===== src/rtl/dmem_arbiter.sv =====
// Two-master round-robin arbiter for the DMEM bus branch (M0 = CPU data, M1 = DMA).
// Bounded bursts, zero-latency grant, registered single-cycle read return.
module dmem_arbiter #(
    parameter int unsigned MAX_BURST = 4
) (
    input  logic        clk,
    input  logic        reset,
    input  logic        m0_req,
    input  logic [31:0] m0_addr,
    input  logic [31:0] m0_wdata,
    input  logic [3:0]  m0_we,
    output logic        m0_gnt,
    output logic        m0_rvalid,
    output logic [31:0] m0_rdata,
    input  logic        m1_req,
    input  logic [31:0] m1_addr,
    input  logic [31:0] m1_wdata,
    input  logic [3:0]  m1_we,
    output logic        m1_gnt,
    output logic        m1_rvalid,
    output logic [31:0] m1_rdata,
    output logic [31:0] mem_addr,
    output logic [31:0] mem_wdata,
    output logic [3:0]  mem_we,
    input  logic [31:0] mem_rdata
);

    localparam int unsigned CNT_W = $clog2(MAX_BURST) + 1;
    localparam logic [CNT_W-1:0] CNT_MAX = CNT_W'(MAX_BURST - 1);

    if (MAX_BURST == 0) begin : g_param_check
        $error("dmem_arbiter: MAX_BURST must be at least 1");
    end

    typedef enum logic [1:0] {
        SEL_NONE = 2'd0,
        SEL_M0   = 2'd1,
        SEL_M1   = 2'd2
    } sel_e;

    sel_e             owner, owner_n;
    sel_e             last, last_n;
    sel_e             rsel, rsel_n;
    sel_e             win;
    logic [CNT_W-1:0] beat_cnt, beat_cnt_n;
    logic [31:0]      rdata_q, rdata_n;

    // State register
    always_ff @(posedge clk) begin
        if (!reset) begin
            owner    <= SEL_NONE;
            last     <= SEL_M1;
            beat_cnt <= '0;
            rsel     <= SEL_NONE;
            rdata_q  <= '0;
        end else begin
            owner    <= owner_n;
            last     <= last_n;
            beat_cnt <= beat_cnt_n;
            rsel     <= rsel_n;
            rdata_q  <= rdata_n;
        end
    end

    // Winner selection and next state; nothing is granted while reset is asserted
    always_comb begin
        win        = SEL_NONE;
        owner_n    = owner;
        last_n     = last;
        beat_cnt_n = beat_cnt;
        rsel_n     = SEL_NONE;
        rdata_n    = rdata_q;

        if (!reset) begin
            win = SEL_NONE;
        end else if (owner == SEL_M0 && m0_req && (!m1_req || beat_cnt < CNT_MAX)) begin
            win = SEL_M0;
        end else if (owner == SEL_M1 && m1_req && (!m0_req || beat_cnt < CNT_MAX)) begin
            win = SEL_M1;
        end else if (m0_req && m1_req) begin
            win = (last == SEL_M0) ? SEL_M1 : SEL_M0;
        end else if (m0_req) begin
            win = SEL_M0;
        end else if (m1_req) begin
            win = SEL_M1;
        end

        if (win == SEL_NONE) begin
            owner_n    = SEL_NONE;
            beat_cnt_n = '0;
        end else begin
            owner_n = win;
            last_n  = win;
            if (owner == win) begin
                beat_cnt_n = (beat_cnt >= CNT_MAX) ? CNT_MAX : beat_cnt + CNT_W'(1);
            end else begin
                beat_cnt_n = '0;
            end
            if ((win == SEL_M0 && m0_we == 4'h0) || (win == SEL_M1 && m1_we == 4'h0)) begin
                rsel_n  = win;
                rdata_n = mem_rdata;
            end
        end
    end

    // Bus mux, grants and read return
    always_comb begin
        m0_gnt    = 1'b0;
        m1_gnt    = 1'b0;
        mem_addr  = '0;
        mem_wdata = '0;
        mem_we    = 4'h0;

        case (win)
            SEL_M0: begin
                m0_gnt    = 1'b1;
                mem_addr  = m0_addr;
                mem_wdata = m0_wdata;
                mem_we    = m0_we;
            end
            SEL_M1: begin
                m1_gnt    = 1'b1;
                mem_addr  = m1_addr;
                mem_wdata = m1_wdata;
                mem_we    = m1_we;
            end
            default: ;
        endcase

        m0_rvalid = (rsel == SEL_M0);
        m1_rvalid = (rsel == SEL_M1);
        m0_rdata  = m0_rvalid ? rdata_q : '0;
        m1_rdata  = m1_rvalid ? rdata_q : '0;
    end

endmodule


===== config.mk =====
export PLATFORM = sky130hd
export DESIGN_NAME = dmem_arbiter
export DESIGN_NICKNAME = d
export VERILOG_FILES = /design/src/rtl/dmem_arbiter.sv
export SDC_FILE = /design/constraint.sdc
export NUM_CORES = 1
export LEC_CHECK = 0
export BUFFER_PORTS_ARGS = -buffer_cell sky130_fd_sc_hd__buf_2
export CORE_AREA = 2 2 120 122
export CTS_CLUSTER_SIZE = 30
export DETAILED_ROUTE_END_ITERATION = 8
export DIE_AREA = 0 0 122 124
export GPL_TIMING_DRIVEN = 0
export SETUP_SLACK_MARGIN = 0.5
export SLEW_MARGIN = 10
export SYNTH_ARGS = -nofsm -noshare
export SYNTH_HDL_FRONTEND = slang
export SYNTH_SLANG_ARGS = --single-unit

===== constraint.sdc =====
create_clock -name clk -period 2.7 [get_ports clk]
set_input_delay 0.54 -clock clk [delete_from_list [all_inputs] [get_ports clk]]
set_output_delay 0.54 -clock clk [all_outputs]
set_load 0.005 [all_outputs]

==> results.cfg <==
[run_status]
outcome = complete, but fails checks
violations = negative setup slack

[worst_setup_path]
cp_max_fo = 7
arrival_ps = 2320
cp-end-kind = primary output
path_buf_inv = 4
crit_chain = a21o_4 -> o311ai_4 -> nand2_4 -> ha_4 -> buf_6 -> clkbuf_16 -> clkbuf_16 -> a22oi_2 -> nor2b_1 -> buf_2
crit_type = flop to primary output
crit_family = compound AO/OA/AOI/OAI gates
cp.required_ps = 2160
crit_top_cell = clkbuf_16
start_kind = flop
crit_slowest_cell = dfxtp_2
crit_path_max_incr_delay_ps = 340

[cells_and_area]
layout_common_cells = buf_2, and2_1, nor2b_1
fin_util = 0.473
multi_input_area_um2 = 2750
register_area_um2 = 825
nFillCells = 1395
drive_gt1_frac = 0.645
nets = 963
final_common_cell = buf_2
syn2layout_area_growth_pct = 101
antennaDiodeCount = 0

[power_and_ir_drop]
powerDensity_nw_per_um2 = 281
total_power_mw = 1.83
leakage_nw = 2.97
ir_worst_vdd_mv = 0.190

[yosys]
synth_top_area_frac = 0.254
ys_seq_area_frac = 0.254
synthTopCellsByArea = dfxtp_1, a22oi_1, nor2b_1
yosysUniqueCellTypes = 38
synth.largest_area_cell = dfxtp_1
synth-edff-count = 0
syn-num-nets = 609
synth_warnings = 0
synthCells = 431
netlist_area_um2 = 3230
synthArstFlopShare = 0
synth_ff_type = dfxtp_1
ys_ff_latch = 41
syn_avg_cell_area_um2 = 7.49

[sta]
setup-violations-final = 74
tightest_slew_ps = 747
slew_headroom = 0.502
skew_ps = 6.03
setup_ws_ps = -157
tns_ps = -5470
rsz0062_at_grt = yes
min_period_ps = 2860
slew_viol_final = 0
fmax_mhz = 350
finalCritPeriodShare = 1.06
hold_viol = 0

[floorplan]
io-pin-count = 308
core_area_um2 = 13700
initial_utilization = 0.235
die_area_um2 = 15100
die_w_um = 122
placementRows = 43
die_h_um = 124

[clock_network]
cts_buffers = 5
h-tree-depth = 2
clock_sinks = 41
cts_tree = built
cts_hold_buf = 0
clock-root-buffer = clkbuf_16
clk_latency_ps = 280
clock_path_buffers = 2
clkTransAtPathRegs_ps = 60

[global_routing]
antenna_found_initial = 0
grt_pass1_wl_um = 22200
overflow = 0
grt_max_degree = 13
track_usage = 0.185
grt_pass1_vias = 4308

[detailed_routing]
vias_per_cell = 4.77
avgRoutedWirePerCell_um = 16.2
routed_wl_um = 15600
dr.pass1.iters = 4
drt_iter0_drc = 150
drcViolationCount = 0
ant_nets = 0
via_count = 4600

[job]
cap_violations = 0

[placement]
place.gp.congestion = 0.819
dp_slack_ps = -435
hpwlAfterDp_um = 11800
io_buffers = 307

[hold_path]
hold_class = flop to flop
-- where the power goes --
part / internal (mW) / total, mW / switching, mW / leakage (nW)
clock: 0.362 / 0.593 / 0.231 / 0.0690
combinational: 0.330 / 0.615 / 0.285 / 2.57
sequential: 0.612 / 0.618 / 0.00686 / 0.332
total: 1.30 / 1.83 / 0.522 / 2.97
-- flip-flops by register name, indices dropped and copies added, names as in the netlist --
register / flops
last: 2
rdata_q: 32
rsel: 2
owner: 2
beat_cnt: 3
-- path summary, 6_finish.rpt --
path                                       to  depth (start not counted)        start  slack [ps]
worst max register to register    rdata_q[31]                         13  beat_cnt[0]         -40
worst min-delay path              rdata_q[15]                          2  rdata_q[15]         460
worst min register to register    rdata_q[15]                          2  rdata_q[15]         460
worst max-delay path            mem_wdata[20]                         10  beat_cnt[0]        -160
-- worst reg2reg max path, delay by kind of cell, from the launching register on --
family,cells,cell delay (ps)
flip-flops,1,340
buffers and inverters,5,590
AND/OR/NAND/NOR,3,740
AO/OA/AOI/OAI,4,880
adder cells (fa/ha/maj),1,120
-- synthesized netlist by cell type, types with 2 or more instances --
library cell and n:
a21o_1 2, a21oi_1 33, a22oi_1 68, and2_1 64, buf_1 2, buf_4 3, buf_6 6, clkbuf_1 32
dfxtp_1 41, ha_1 6, inv_1 5, nand2_1 5, nand3_1 34, nor2_1 2, nor2b_1 70, nor3_1 3
nor4_1 3, o2111ai_1 2, o21ai_0 4, o21ai_1 28
-- logic make-up after synthesis --
| family | after synthesis | synth area share |
|---|---|---|
| AND/OR/NAND/NOR | 188 | 0.349 |
| AO/OA/AOI/OAI | 146 | 0.297 |
| adder cells (fa/ha/maj) | 6 | 0.0232 |
| flip-flops | 41 | 0.254 |
| buffers and inverters | 50 | 0.0759 |
-- area by class of cell --
| cell class | instances | share of cell area |
|---|---|---|
| inverter | 6 | 0.00386 |
| clock inverter | 1 | 0.00116 |
| sequential | 41 | 0.127 |
| tap | 180 | 0.0347 |
| clock buffer | 6 | 0.0214 |
| buffer | 44 | 0.0758 |
| multi-input combinational | 341 | 0.424 |
| timing repair buffer | 346 | 0.312 |
-- stage by stage --
step           instances  instance area, um^2  hold WS (ps)
6_report             965                 6490           464
5_1_grt              965                 6490           483
4_1_cts              950                 6180           467
3_5_place_dp         918                 5150           478
3_3_place_gp         918                 5150           467
2_1_floorplan        431                 3390           453
-- per-layer routing --
layer | track usage | share of wire | vias up
met5 | 0 | 0 | -
met4 | 0.0259 | 0.0038 | 0
met3 | 0.0426 | 0.070 | 6
met2 | 0.315 | 0.49 | 186
met1 | 0.243 | 0.43 | 2149
li1 | - | - | 2259
-- repair_timing --
| item | CTS | global route |
|---|---|---|
| endpoints found under the setup margin | 128 | 113 |
| pin swaps | 63 | 8 |
| gates cloned | 10 | 1 |
| setup buffers | 15 | 14 |
| resized for setup | 134 | 47 |
Power figures use the tool's default switching activity.
